--- src/rtl/scan_access_arbiter.sv ---
// Round-robin arbiter sharing one scan_controller between NUM_REQ host requesters.
// Optional watchdog on the ready-strobe waits: define SCAN_ARB_TIMEOUT_EN.
module scan_access_arbiter #(
    parameter int NUM_REQ     = 4,
    parameter int NUM_DESIGNS = 4,
    parameter int NUM_IOS     = 8,
    parameter int SEL_W       = 9,
    parameter int TIMEOUT     = 4095
) (
    input  logic                       clk,
    input  logic                       reset,
    input  logic [NUM_REQ-1:0]         req,
    input  logic [NUM_REQ*SEL_W-1:0]   req_select,
    input  logic [NUM_REQ*NUM_IOS-1:0] req_inputs,
    output logic [NUM_REQ-1:0]         grant,
    output logic                       resp_valid,
    output logic [NUM_IOS-1:0]         resp_outputs,
    output logic                       resp_error,
    output logic [SEL_W-1:0]           ctrl_active_select,
    output logic [NUM_IOS-1:0]         ctrl_inputs,
    input  logic [NUM_IOS-1:0]         ctrl_outputs,
    input  logic                       ctrl_ready
);
    localparam int PTR_W = (NUM_REQ > 1) ? $clog2(NUM_REQ) : 1;

    if (NUM_REQ < 2 || NUM_REQ > 8 || TIMEOUT < 1) begin : g_param_chk
        $error("scan_access_arbiter: NUM_REQ must be 2..8 and TIMEOUT >= 1");
    end

    typedef enum logic [2:0] {
        IDLE, SWITCH, FLUSH_B, FLUSH_D, RUN_B, RUN_D, CAPTURE
    } state_t;

    state_t               state_q;
    logic [NUM_REQ-1:0]   grant_q;
    logic [PTR_W-1:0]     rr_q;
    logic [SEL_W-1:0]     sel_q, csel_q;
    logic [NUM_IOS-1:0]   in_q, cin_q, resp_out_q;
    logic                 resp_valid_q, resp_error_q;

    logic [SEL_W-1:0]     sel_arr [NUM_REQ];
    logic [NUM_IOS-1:0]   in_arr  [NUM_REQ];
    logic                 win_found;
    logic [PTR_W-1:0]     win_idx;
    logic [PTR_W:0]       idx;
    logic                 adv, waiting, timeout_hit;

    for (genvar i = 0; i < NUM_REQ; i++) begin : g_unpack
        assign sel_arr[i] = req_select[i*SEL_W +: SEL_W];
        assign in_arr[i]  = req_inputs[i*NUM_IOS +: NUM_IOS];
    end

    // Search starts at the rr pointer and wraps, so the last winner ranks last.
    always_comb begin
        win_found = 1'b0;
        win_idx   = '0;
        idx       = '0;
        for (int k = 0; k < NUM_REQ; k++) begin
            idx = {1'b0, rr_q} + (PTR_W+1)'(k);
            if (idx >= (PTR_W+1)'(NUM_REQ)) idx = idx - (PTR_W+1)'(NUM_REQ);
            if (!win_found && req[idx[PTR_W-1:0]]) begin
                win_found = 1'b1;
                win_idx   = idx[PTR_W-1:0];
            end
        end
    end

    // adv: the condition that moves a waiting state forward on this edge.
    always_comb begin
        adv = 1'b0;
        case (state_q)
            SWITCH, FLUSH_D, RUN_D: adv = ctrl_ready;
            FLUSH_B, RUN_B:         adv = !ctrl_ready;
            default:                adv = 1'b0;
        endcase
    end
    assign waiting = (state_q != IDLE) && (state_q != CAPTURE);

`ifdef SCAN_ARB_TIMEOUT_EN
    localparam int CNT_W = $clog2(TIMEOUT + 1);
    logic [CNT_W-1:0] cnt_q;

    always_ff @(posedge clk or posedge reset) begin
        if (reset)                cnt_q <= '0;
        else if (!waiting || adv) cnt_q <= '0;
        else                      cnt_q <= cnt_q + 1'b1;
    end
    assign timeout_hit = waiting && !adv && (cnt_q == CNT_W'(TIMEOUT - 1));
`else
    assign timeout_hit = 1'b0;
`endif

    always_ff @(posedge clk or posedge reset) begin
        if (reset) begin
            state_q      <= IDLE;
            grant_q      <= '0;
            rr_q         <= '0;
            sel_q        <= '0;
            in_q         <= '0;
            csel_q       <= '0;
            cin_q        <= '0;
            resp_valid_q <= 1'b0;
            resp_error_q <= 1'b0;
            resp_out_q   <= '0;
        end else if (timeout_hit) begin
            resp_valid_q <= 1'b1;
            resp_error_q <= 1'b1;
            resp_out_q   <= '0;
            state_q      <= IDLE;
        end else begin
            case (state_q)
                IDLE: begin
                    // The response cycle itself never arbitrates, so a requester that
                    // drops req on seeing its response is not granted again.
                    if (resp_valid_q) begin
                        resp_valid_q <= 1'b0;
                        resp_error_q <= 1'b0;
                        grant_q      <= '0;
                    end else if (win_found) begin
                        grant_q <= NUM_REQ'(1) << win_idx;
                        rr_q    <= (win_idx == PTR_W'(NUM_REQ - 1)) ? '0 : win_idx + 1'b1;
                        sel_q   <= sel_arr[win_idx];
                        in_q    <= in_arr[win_idx];
                        state_q <= (sel_arr[win_idx] >= SEL_W'(NUM_DESIGNS)) ? CAPTURE : SWITCH;
                    end
                end
                SWITCH: if (adv) begin
                    csel_q  <= sel_q;
                    cin_q   <= in_q;
                    state_q <= FLUSH_B;
                end
                FLUSH_B: if (adv) state_q <= FLUSH_D;
                FLUSH_D: if (adv) state_q <= RUN_B;
                RUN_B:   if (adv) state_q <= RUN_D;
                RUN_D:   if (adv) state_q <= CAPTURE;
                CAPTURE: begin
                    resp_valid_q <= 1'b1;
                    if (sel_q >= SEL_W'(NUM_DESIGNS)) begin
                        resp_error_q <= 1'b1;
                        resp_out_q   <= '0;
                    end else begin
                        resp_error_q <= 1'b0;
                        resp_out_q   <= ctrl_outputs;
                    end
                    state_q <= IDLE;
                end
                default: state_q <= IDLE;
            endcase
        end
    end

    assign grant              = grant_q;
    assign resp_valid         = resp_valid_q;
    assign resp_outputs       = resp_out_q;
    assign resp_error         = resp_error_q;
    assign ctrl_active_select = csel_q;
    assign ctrl_inputs        = cin_q;
endmodule

--- config.mk ---
export PLATFORM = sky130hd
export DESIGN_NAME = scan_access_arbiter
export DESIGN_NICKNAME = d
export VERILOG_FILES = /design/src/rtl/scan_access_arbiter.sv
export SDC_FILE = /design/constraint.sdc
export NUM_CORES = 1
export LEC_CHECK = 0
export ABC_AREA = 1
export BUFFER_PORTS_ARGS = -buffer_cell sky130_fd_sc_hd__clkbuf_2
export CORE_MARGIN = 3
export CORE_UTILIZATION = 55
export CTS_BUF_LIST = sky130_fd_sc_hd__clkbuf_2 sky130_fd_sc_hd__clkbuf_4 sky130_fd_sc_hd__clkbuf_8
export DETAILED_ROUTE_END_ITERATION = 16
export GPL_TIMING_DRIVEN = 0
export PLACE_DENSITY = 0.88
export SYNTH_ARGS = -nofsm -noshare
export SYNTH_HDL_FRONTEND = slang
export SYNTH_SLANG_ARGS = --single-unit
--- constraint.sdc ---
create_clock -name clk -period 5.8 [get_ports clk]
set_input_delay 0.58 -clock clk [delete_from_list [all_inputs] [get_ports clk]]
set_output_delay 0.58 -clock clk [all_outputs]
set_load 0.01 [all_outputs]
## Word level (Yosys, flattened, before mapping)

Cells that the tools add are included.

- Output and inout port bits: 31
- Word-level logic and storage cells: 108
- Input port bits: 83
- Flip-flop bits (word level): 53

- Equality and inequality tests: 15
- Shift-type cells: 1
- Muxes and demuxes: 44
- Add/subtract/negate cells: 8
- $lt $le $gt $ge: 11
- Reductions and logical operators: 17
- Bitwise gates (word level): 2

Operator list:

| kind | number |
|---|---|
| $mux 3 | 8 |
| $mux 8 | 3 |
| $bmux 9 s2 | 1 |
| $ge 9x3->1 const B | 2 |
| $mux 2 | 9 |
| $mux 9 | 2 |
| $pmux 3 s6 | 1 |
| $bmux 8 s2 | 1 |
| $ne 2x2->1 const B | 8 |
| $ge 3x3->1 const B | 4 |
| $lt 2x3->1 const B | 4 |
| $mux 1 | 10 |
| $eq 3x3->1 const B | 3 |
| $bmux 1 s2 | 4 |
| $mux 4 | 2 |
| $sub 2x1->2 const B | 4 |
| $reduce_and 7->1 | 1 |
| $add 2x2->3 const B | 2 |
| $eq 3x2->1 const B | 2 |
| $pmux 1 s2 | 3 |
| $reduce_and 2->1 | 3 |
| $logic_not 1->1 | 4 |
| $reduce_bool 2->1 | 2 |
| $shl 1x2->4 const A | 1 |
| 12 further kinds | 14 |

## Depth between registers and ports, before layout

Gate-level depths: netlist of the first run.

- Word-level depth: 23
- Depth in mapped cells: 20
- Mapped depth without buffers: 19

## Worst setup path after synthesis of the first run

Ideal clock, no wire load.

- Path kind: in2reg
- From: in req[3]
- To: reg rr_q[1]
- Library setup time: 0.124 ns
- Setup slack: 3.726 ns
- Path buffers: 2
- Arrival: 1.951 ns
- Stages: 13
- Data required time: 5.676 ns
- Cell sequence: inv_1 > nand2_2 > nand3_1 > nand2_2 > nor2_4 > nand3_4 > nand3_2 > buf_6 > inv_2 > buf_2 > ha_1 > nor2_1 > a21oi_1

- Word-level cells in the longest chain between the ends: 14
- Elaborated cells between the ends (all ways): 26
- Those cells by class: 1 x add/sub; 1 x eq/ne; 17 x mux; 7 x reduce/logical

RTL lines:

| what | RTL line | source |
|---|---|---|
| start: declaration | 12 | `input logic [NUM_REQ-1:0] req,` |
| $bmux 1 s2 | 61 | `if (!win_found && req[idx[PTR_W-1:0]]) begin` |
| $mux 1 (not written as such) | 61 |  |
| $mux 1 | 61 |  |
| $logic_not 1->1 | 61 |  |
| $logic_and 1x1->1 | 61 |  |
| $mux 1 | 61 |  |
| $logic_not 1->1 | 61 |  |
| $logic_and 1x1->1 | 61 |  |
| $mux 1 | 61 |  |
| $logic_not 1->1 | 61 |  |
| $logic_and 1x1->1 | 61 |  |
| $mux 2 | 61 |  |
| $add 2x1->2 or $eq 2x2->1 (tied branches) | 121 | `rr_q <= (win_idx == PTR_W'(NUM_REQ - 1)) ? '0 : win_idx + 1'b1;` |
| $mux 2 | 121 |  |
| end signal: assignment | 121 |  |
| end: declaration | 36 | `logic [PTR_W-1:0] rr_q;` |

Parallel ways exist; a longest one is shown, timed or not. The select of a mux whose other input is x is not followed.
A chain may end at the register's enable or synchronous reset.

## Final worst setup path of the first run

- From: reg rr_q[1]
- To: reg in_q[3]

- Word-level cells in the longest chain between the ends: 18
- Elaborated cells between the ends (all ways): 42
- Those cells by class: 7 x add/sub; 4 x order compare; 23 x mux; 1 x bitwise; 7 x reduce/logical

RTL lines:

| what | RTL line | source |
|---|---|---|
| branches (longest 18 deep; another with $add 2x1->3) | n/a |  |
| end signal: assignment | 123 | `in_q <= in_arr[win_idx];` |
| end: declaration | 38 | `logic [NUM_IOS-1:0] in_q, cin_q, resp_out_q;` |

Parallel ways; which one is timed is not known. The select of a mux whose other input is x is not followed.

==> results.yml, run 1 <==
synth:
  yosysUniqueCellTypes: 26
  async_flop_share: 1.00
  synth_area_um2: 3020
  synthCells: 412
  syn_nets: 499
  synth_edf_count: 0
  synth_flop_cell: "dfrtp_1"
  yosys_warnings: 0
  ys_seq_area_frac: 0.439
  synth-seq-cells: 53
  syn_area_per_cell_um2: 7.33
critical_path:
  arrival_ns: 2.55
  worst_setup_path_end_kind: "register"
  reg2reg_slack_ns: 3.46
  start_kind: "register"
  critPathKind: "register to register"
  cp.required_ns: 6.01
  cp_max_fo: 10
timing:
  worstMarginPinSlew_ns: 0.686
  rsz0062_at_grt: "false"
  fmax_ghz: 0.427
  drv_slew: 0
  finalSetupTns_ns: 0
  final_hold_viol_count: 0
  setup_viol: 0
  relSlewSlack: 0.538
  fin_skew_ns: 0.00882
  final.period_utilization: 0.404
  period_minus_slack_ns: 2.34
floorplanning:
  die_h_um: 80.1
  row_count: 26
  start_util: 0.580
  core_area_um2: 5200
  dieWidth_um: 80.1
  ioPinCount: 114
  dieArea_um2: 6410
clocking:
  htreeDepth: 2
  cts_buffers: 5
  post_cts_buffers: 0
  clk_latency_ns: 0.32
  clockRootBuffer: "clkbuf_8"
  hold_buffers: 0
  cts.repair.resized: 0
  cts_buffer_depth: 2
  clkSinkCount: 53
  clk_pin_slew_worst_paths_ns: 0.10
  tritoncts: "done"
power_and_ir_drop:
  p_sw_mw: 1.34
  power_switching_share: 0.507
  p_int_mw: 1.30
  peakVddDrop_uv: 338
  clock_power_share: 0.115
  power_frac_comb: 0.647
  cellPowerDensity_nw_per_um2: 690
  leakage_nw: 2.16
  p_seq_frac: 0.238
finish:
  drive_above_1_share: 0.293
  syn2layout_area_growth_pct: 27.0
  utilization: 0.737
  fin_nets: 621
  n_antenna_cell: 0
  final_cell_mix: "nand2_1 (120), clkbuf_2 (113), dfrtp_1 (53)"
  final_common_cell: "nand2_1"
routing:
  wl_per_cell_um: 14.3
  drc: 0
  vias: 3360
  antenna_left: 0
  finalWirelength_um: 8670
  drtPass1Iterations: 5
  vias_per_cell: 5.55
  first_iter_violations: 265
status:
  status: "finished clean"
run:
  drv_cap: 0
place:
  port_buffers: 113
  dpl.hpwl_um: 6360
  gp_congestion: 0.892
grt:
  grt_overflow: 0
  grt_max_degree: 33
  grt_pass1_vias: 3142
  track_usage: 0.275
  grt_pass1_wl_um: 13900
  antenna_found_initial: 0
worst_hold_path:
  worstHoldPathType: "input pin to async pin"
==> critical path, cell delays in order (launching register included) <==
cell and delay (ns):
dfrtp_1 0.46, inv_2 0.10, nand2_1 0.09, nand2_2 0.08
nand2_1 0.09, nand2_1 0.09, nor2_4 0.15, nand3_4 0.13
nand3_2 0.12, buf_6 0.15, inv_2 0.04, buf_2 0.18
o21ai_0 0.27, o22ai_1 0.13, nor2_1 0.10, a21oi_1 0.05
==> cell usage after synthesis, types with 3 or more instances <==
library cell,count,share of area
dfrtp_1,53,0.44
o21ai_0,47,0.078
buf_6,5,0.019
buf_2,8,0.013
inv_1,29,0.036
nand3_1,51,0.085
clkbuf_1,5,0.0062
nand2_1,120,0.15
o21ai_1,3,0.0050
ha_1,4,0.017
inv_2,4,0.0050
nor2_1,40,0.050
a21oi_1,14,0.023
o22ai_1,10,0.021
nand2_2,6,0.012
==> power by group through the flow <==
stage	Sequential (mW)	Combinational (mW)	Clock, mW
floorplan	0.654	1.19	0
global placement	0.625	1.61	0
detailed placement	0.633	1.67	0
CTS	0.628	1.68	0.302
global route	0.645	1.93	0.318
finish	0.631	1.71	0.303
==> path summary, 6_finish.rpt <==
kind,start,end,cells past startpoint
worst max-delay path,rr_q[1],in_q[3],15
worst max register to register,rr_q[1],in_q[3],15
worst min register to register,ctrl_inputs[4],ctrl_inputs[4],2
min in group clk,ctrl_outputs[2],resp_outputs[2],3
max in group asynchronous,reset,sel_q[5],3
worst min-delay path,reset,ctrl_inputs[4],2
==> routing by layer <==
| metal | track usage | up-vias | routed length (um) |
|---|---|---|---|
| met1 | 0.338 | 1582 | 3410 |
| li1 | - | 1589 | - |
| met5 | 0 | - | 0 |
| met2 | 0.475 | 159 | 4360 |
| met4 | 0.0912 | 0 | 218 |
| met3 | 0.0605 | 30 | 690 |
==> flip-flops by register name, summed over array words and instances (netlist names) <==
register            flops
ctrl_active_select      9
sel_q                   9
ctrl_inputs             8
in_q                    8
resp_outputs            8
grant                   4
state_q                 3
rr_q                    2
resp_error              1
resp_valid              1
==> area by class of cell <==
class	instances	area [um^2]
buffer	19	123
clock buffer	5	68.8
clock inverter	3	68.8
fill	399	1370
inverter	35	136
multi-input combinational	305	1430
sequential	53	1330
tap	70	87.6
timing repair buffer	115	591
==> stage by stage <==
step	hold WS (ns)	instances	power (mW)	instance area (um^2)	setup WS, ns
after global routing	0.295	605	2.89	3830	3.22
after detailed placement	0.467	597	2.30	3700	3.40
after CTS	0.272	605	2.61	3830	3.50
final	0.252	605	2.65	3830	3.46
after global placement	0.463	595	2.23	3670	3.38
after floorplan	0.453	412	1.84	3020	3.73
==> kinds of logic (layout without fill, tap and decap cells) <==
logic type / after synthesis / in the layout / synth area share
compound gates: 75 / 75 / 0.131
mux: 2 / 2 / 0.00746
fa+ha+maj: 4 / 4 / 0.0166
flops: 53 / 53 / 0.439
simple gates: 224 / 224 / 0.320
buf+inv: 54 / 177 / 0.0858
(Power assumes the default switching activity.)
==> run 2: changes to the inputs <==
--- a/config.mk
+++ b/config.mk
@@ -8,11 +8,11 @@
 export ABC_AREA = 1
 export BUFFER_PORTS_ARGS = -buffer_cell sky130_fd_sc_hd__clkbuf_2
 export CORE_MARGIN = 3
-export CORE_UTILIZATION = 55
+export CORE_UTILIZATION = 46
 export CTS_BUF_LIST = sky130_fd_sc_hd__clkbuf_2 sky130_fd_sc_hd__clkbuf_4 sky130_fd_sc_hd__clkbuf_8
 export DETAILED_ROUTE_END_ITERATION = 16
 export GPL_TIMING_DRIVEN = 0
-export PLACE_DENSITY = 0.88
+export PLACE_DENSITY = 0.79
 export SYNTH_ARGS = -nofsm -noshare
 export SYNTH_HDL_FRONTEND = slang
 export SYNTH_SLANG_ARGS = --single-unit
==> constraint.sdc (replaced) <==
create_clock -name clk -period 2.1 [get_ports clk]
set_input_delay 0.21 -clock clk [delete_from_list [all_inputs] [get_ports clk]]
set_output_delay 0.21 -clock clk [all_outputs]
set_load 0.01 [all_outputs]
==> run 2 against run 1 <==
Against the previous run: cell count grew 7.1%; setup slack lost 3.8 ns; final area is 19% higher; the flow now finishes with violations (negative setup slack); register-to-register slack worse by 3.8 ns; sequential power rose to 2.8 times the previous value; global-route usage fell by 3.9 points.
==> results.yml, run 2 (synthesis results as in run 1) <==
routing:
  vias_per_cell: 5.38
  wl_per_cell_um: 15.5
  finalWirelength_um: 10000
  vias: 3487
  drc: 0
  drtPass1Iterations: 5
  antenna_left: 0
  first_iter_violations: 179
clocking:
  tritoncts: "done"
  clkSinkCount: 53
  clockRootBuffer: "clkbuf_8"
  clk_pin_slew_worst_paths_ns: 0.09
  clk_latency_ns: 0.31
  cts_buffers: 5
  cts_buffer_depth: 2
  htreeDepth: 2
critical_path:
  slowest_stage: "dfrtp_2"
  crit_chain: "clkinvlp_4, nand2_1, nand2_2, nand2_1, nand2_2, nor2_4, nand3_4, nand3_4, buf_8, nand2_2, o21ai_1, nand2_1, nand2_2, nor2_4, nand2_2, buf_6, nand2_2, nand3_2, nand2_1"
  critPathKind: "register to register"
  start_kind: "register"
  setup.worst_path.start: "rr_q[0]"
  worst_setup_path_end_kind: "register"
  cp_common_cell: "nand2_2"
  cp.required_ns: 2.30
  crit_path_max_incr_delay_ns: 0.46
  r2r-start: "rr_q[0]"
  reg2reg_slack_ns: -0.31
  arrival_ns: 2.61
  cp_max_fo: 6
grt:
  track_usage: 0.236
  grt_pass1_vias: 3129
  antenna_found_initial: 0
  grt_max_degree: 40
  grt_pass1_wl_um: 14200
  grt_overflow: 0
floorplanning:
  dieWidth_um: 87.0
  die_h_um: 87.0
  start_util: 0.492
  dieArea_um2: 7570
  row_count: 28
  core_area_um2: 6130
  ioPinCount: 114
timing:
  final_hold_viol_count: 0
  fin_skew_ns: 0.00384
  setup_ws_ns: -0.310
  relSlewSlack: 0.599
  holdWs_ns: 0.121
  fmax_ghz: 0.415
  finalSetupTns_ns: -5.13
  worstMarginPinSlew_ns: 0.600
  period_minus_slack_ns: 2.41
  drv_slew: 0
  final.period_utilization: 1.15
  setup_viol: 26
  rsz0062_at_grt: "true"
status:
  status: "finished with violations"
  violations: "negative setup slack"
finish:
  utilization: 0.741
  final_common_cell: "clkbuf_2"
  final_cell_mix: "clkbuf_2 (114), nand2_1 (83), dfrtp_1 (51)"
  syn2layout_area_growth_pct: 50.6
  n_antenna_cell: 0
  final_area_um2: 4550
  drive_above_1_share: 0.482
  fin_nets: 659
worst_hold_path:
  worstHoldPathType: "input pin to register"
  hold_start: "ctrl_outputs[3]"
power_and_ir_drop:
  peakVddDrop_uv: 1430
  cellPowerDensity_nw_per_um2: 2250
  leakage_nw: 2.45
place:
  port_buffers: 113
  gp_congestion: 0.888
  place_area_um2: 3700
  dpl.hpwl_um: 6300
run:
  drv_cap: 0
[run 2: changes by cell type in the layout (fill, tap and decap cells not counted), moves of 8 or more]
cell / previous run / this run
nand2_2: 6 / 42
nand2_1: 120 / 83
nand3_2: 2 / 26
o21ai_0: 47 / 29
nand3_1: 51 / 26
buf_2: 9 / 0
o21ai_2: 0 / 8
buf_6: 5 / 17
buf_4: 1 / 26
o21ai_1: 3 / 13
[run 2: layout make-up]
class	instances	area (um^2)
inverters	35	146
fillers	438	1590
repair inverters	2	13.8
plain buffers	19	191
clock inverters	1	30.0
clock buffers	7	90.1
flip-flops and latches	53	1330
multi-input cells	306	1750
repair buffers	150	903
well taps	75	93.8
[run 2: power by group]
group / leakage (nW) / switching [mW] / internal [mW] / total [mW]
Combinational: 1.73 / 4.33 / 3.43 / 7.76
Sequential: 0.655 / 0.275 / 1.47 / 1.75
Clock: 0.0619 / 0.330 / 0.402 / 0.732
Total: 2.45 / 4.94 / 5.30 / 10.2
[run 2: through the flow]
step / cells / setup WS (ns) / power (mW)
after CTS: 631 / -0.0857 / 8.36
after global placement: 600 / -0.0790 / 6.20
after floorplan: 412 / 0.125 / 5.08
final: 648 / -0.310 / 10.2
after detailed placement: 601 / -0.153 / 6.35
after global routing: 648 / -0.450 / 10.9
[run 2: timing repair]
| item | CTS | global route |
|---|---|---|
| pin swaps | 17 | 35 |
| resized for setup | 72 | 73 |
| buffers inserted | 14 | 14 |
| hold endpoints to repair | 14 | 0 |
| gates cloned | 7 | 2 |
| endpoints found under the setup margin | 26 | 26 |
| hold buffers | 1 | 0 |
[run 2: layer usage]
metal | up-vias | track usage | part of all wire
met5 | - | 0 | 0
met4 | 0 | 0.0680 | 0.036
met3 | 37 | 0.0322 | 0.058
met2 | 158 | 0.411 | 0.50
met1 | 1624 | 0.305 | 0.40
li1 | 1668 | - | -
[run 2: worst paths after layout]
path                                    to  cells past startpoint
max in group asynchronous          rr_q[0]                      4
min                        resp_outputs[3]                      3
max reg2reg                     state_q[0]                     19
min in group asynchronous  resp_outputs[7]                      3
min reg2reg                resp_outputs[0]                      2
max                             state_q[0]                     19
[run 2: worst max-delay path: cells and delay by family, from the launching register on]
family | cells | cell delay (ns)
and+or+nand+nor | 15 | 1.34
DFF | 1 | 0.46
buffers and inverters | 3 | 0.43
AOI/OAI and AO/OA | 1 | 0.07
==> run 3: changes to the inputs <==
==> constraint.sdc (replaced) <==
create_clock -name clk -period 2 [get_ports clk]
set_input_delay 0.2 -clock clk [delete_from_list [all_inputs] [get_ports clk]]
set_output_delay 0.2 -clock clk [all_outputs]
set_load 0.01 [all_outputs]
==> run 3 against run 2 <==
Against the previous run: the run still ends with negative setup slack left; die area did not move; sequential share of layout area increased by 2.4 points; register-to-register slack is essentially flat; critical path type unchanged; largest cell class unchanged; highest routed layer unchanged.
==> results.yml, run 3 (synthesis results as in run 1) <==
status:
  status: "finished with violations"
  violations: "negative setup slack"
timing:
  period_minus_slack_ns: 2.31
  final.period_utilization: 1.16
  fmax_ghz: 0.432
  final_hold_viol_count: 0
  setup_ws_ns: -0.313
  relSlewSlack: 0.610
  drv_slew: 0
  rsz0062_at_grt: "true"
  holdWs_ns: 0.114
  fin_skew_ns: 0.00309
  worstMarginPinSlew_ns: 0.583
  setup_viol: 26
finish:
  register_area_um2: 1330
  n_antenna_cell: 0
  drive_above_1_share: 0.381
  fin_nets: 643
  fillCellCount: 488
  final_common_cell: "clkbuf_2"
  utilization: 0.684
  syn2layout_area_growth_pct: 39.0
  multi_input_area_um2: 1560
  final_cell_mix: "clkbuf_2 (114), nand2_1 (101), dfrtp_1 (51)"
critical_path:
  crit_buf_inv: 3
  start_kind: "register"
  cp.required_ns: 2.20
  crit_chain: "buf_8, nand2_4, nand3_2, nand2_2, inv_2, nand3_1, nand3_2, buf_4, nand2_2, nand3_1, nand2_1, nand2_1, nor2_1, nand2_1, nand2_2, nand2_1, nand2_1, nand2_1"
  worst_setup_path_end_kind: "register"
  reg2regPathDepth: 18
  arrival_ns: 2.51
  cp_common_cell: "nand2_1"
  worstReg2RegEnd: "state_q[1]"
  critPathTopFamily: "simple AND/OR/NAND/NOR gates"
  reg2reg_slack_ns: -0.31
  crit_path_max_incr_delay_ns: 0.47
  critPathKind: "register to register"
  cp_max_fo: 8
  slowest_stage: "dfrtp_2"
  r2r-start: "rr_q[0]"
floorplanning:
  core_area_um2: 6130
  die_h_um: 87.0
  row_count: 28
  ioPinCount: 114
  dieWidth_um: 87.0
  start_util: 0.492
  dieArea_um2: 7570
place:
  gp_congestion: 0.888
  port_buffers: 113
  dpl.hpwl_um: 6300
  dp_slack_ns: -0.253
clocking:
  cts_buffer_depth: 2
  htreeDepth: 2
  clk_pin_slew_worst_paths_ns: 0.09
  clockRootBuffer: "clkbuf_8"
  tritoncts: "done"
  cts_buffers: 5
  clkSinkCount: 53
  clk_latency_ns: 0.30
grt:
  grt_pass1_vias: 2985
  track_usage: 0.230
  grt_pass1_wl_um: 13800
  antenna_found_initial: 0
  grt_overflow: 0
  grt_max_degree: 40
run:
  drv_cap: 0
routing:
  drc: 0
  vias: 3315
  drtPass1Iterations: 5
  vias_per_cell: 5.25
  first_iter_violations: 205
  wl_per_cell_um: 14.0
  finalWirelength_um: 8870
  antenna_left: 0
worst_hold_path:
  min_path_cells: 3
  hold_end: "resp_outputs[3]"
  worstHoldPathType: "input pin to register"
  hold_start: "ctrl_outputs[3]"
power_and_ir_drop:
  cellPowerDensity_nw_per_um2: 2160
  leakage_nw: 2.30
  power_mw: 9.05
  peakVddDrop_uv: 1530
## run 3: timing repair
action                                 CTS  global route
buffers inserted                         5            10
gates cloned                             5             1
pin swaps                               12             5
endpoints found under the hold margin   14             0
hold buffers                             1             0
setup endpoints to repair               26            26
gates resized for setup                 53            20
## run 3: power breakdown
group | internal, mW | switching [mW]
registers | 1.55 | 0.281
logic | 2.73 | 3.74
clock network | 0.422 | 0.337
total | 4.70 | 4.35
## run 3: worst register-to-register path: cells and delay by family (launching register included)
family / cells / cell delay (ns)
DFF: 1 / 0.47
buffers and inverters: 3 / 0.39
and+or+nand+nor: 15 / 1.35
## run 3: how the worst max path moves through the flow
stage               cells past startpoint    endpoint  startpoint  slack, ns
floorplan                              14     rr_q[1]     rr_q[0]       0.03
global placement                       13     rr_q[1]     rr_q[0]      -0.18
detailed placement                     17  state_q[1]     rr_q[0]      -0.25
CTS                                    17  state_q[1]     rr_q[0]      -0.21
global route                           18  state_q[1]     rr_q[0]      -0.49
finish                                 18  state_q[1]     rr_q[0]      -0.31
## run 3: metal layers
layer	track usage	vias up	share of wire
li1	-	1627	-
met1	0.304	1524	0.41
met2	0.392	145	0.51
met3	0.0341	19	0.061
met5	0	-	0
met4	0.0609	0	0.020
## run 3: final cells by class
| class | count | share of cell area |
|---|---|---|
| clock buffers | 7 | 0.0215 |
| plain buffers | 19 | 0.0456 |
| flip-flops and latches | 53 | 0.317 |
| clock inverters | 1 | 0.00716 |
| multi-input cells | 306 | 0.373 |
| repair inverters | 1 | 0.00179 |
| inverters | 35 | 0.0337 |
| well taps | 75 | 0.0224 |
| repair buffers | 135 | 0.178 |
## run 3: through the flow
step,area (um^2),setup TNS (ns),instances
3_5_place_dp,3700,-4.32,601
5_1_grt,4200,-7.83,632
4_1_cts,4050,-1.61,620
6_report,4200,-3.81,632
2_1_floorplan,3020,0,412
3_3_place_gp,3680,-5.99,600
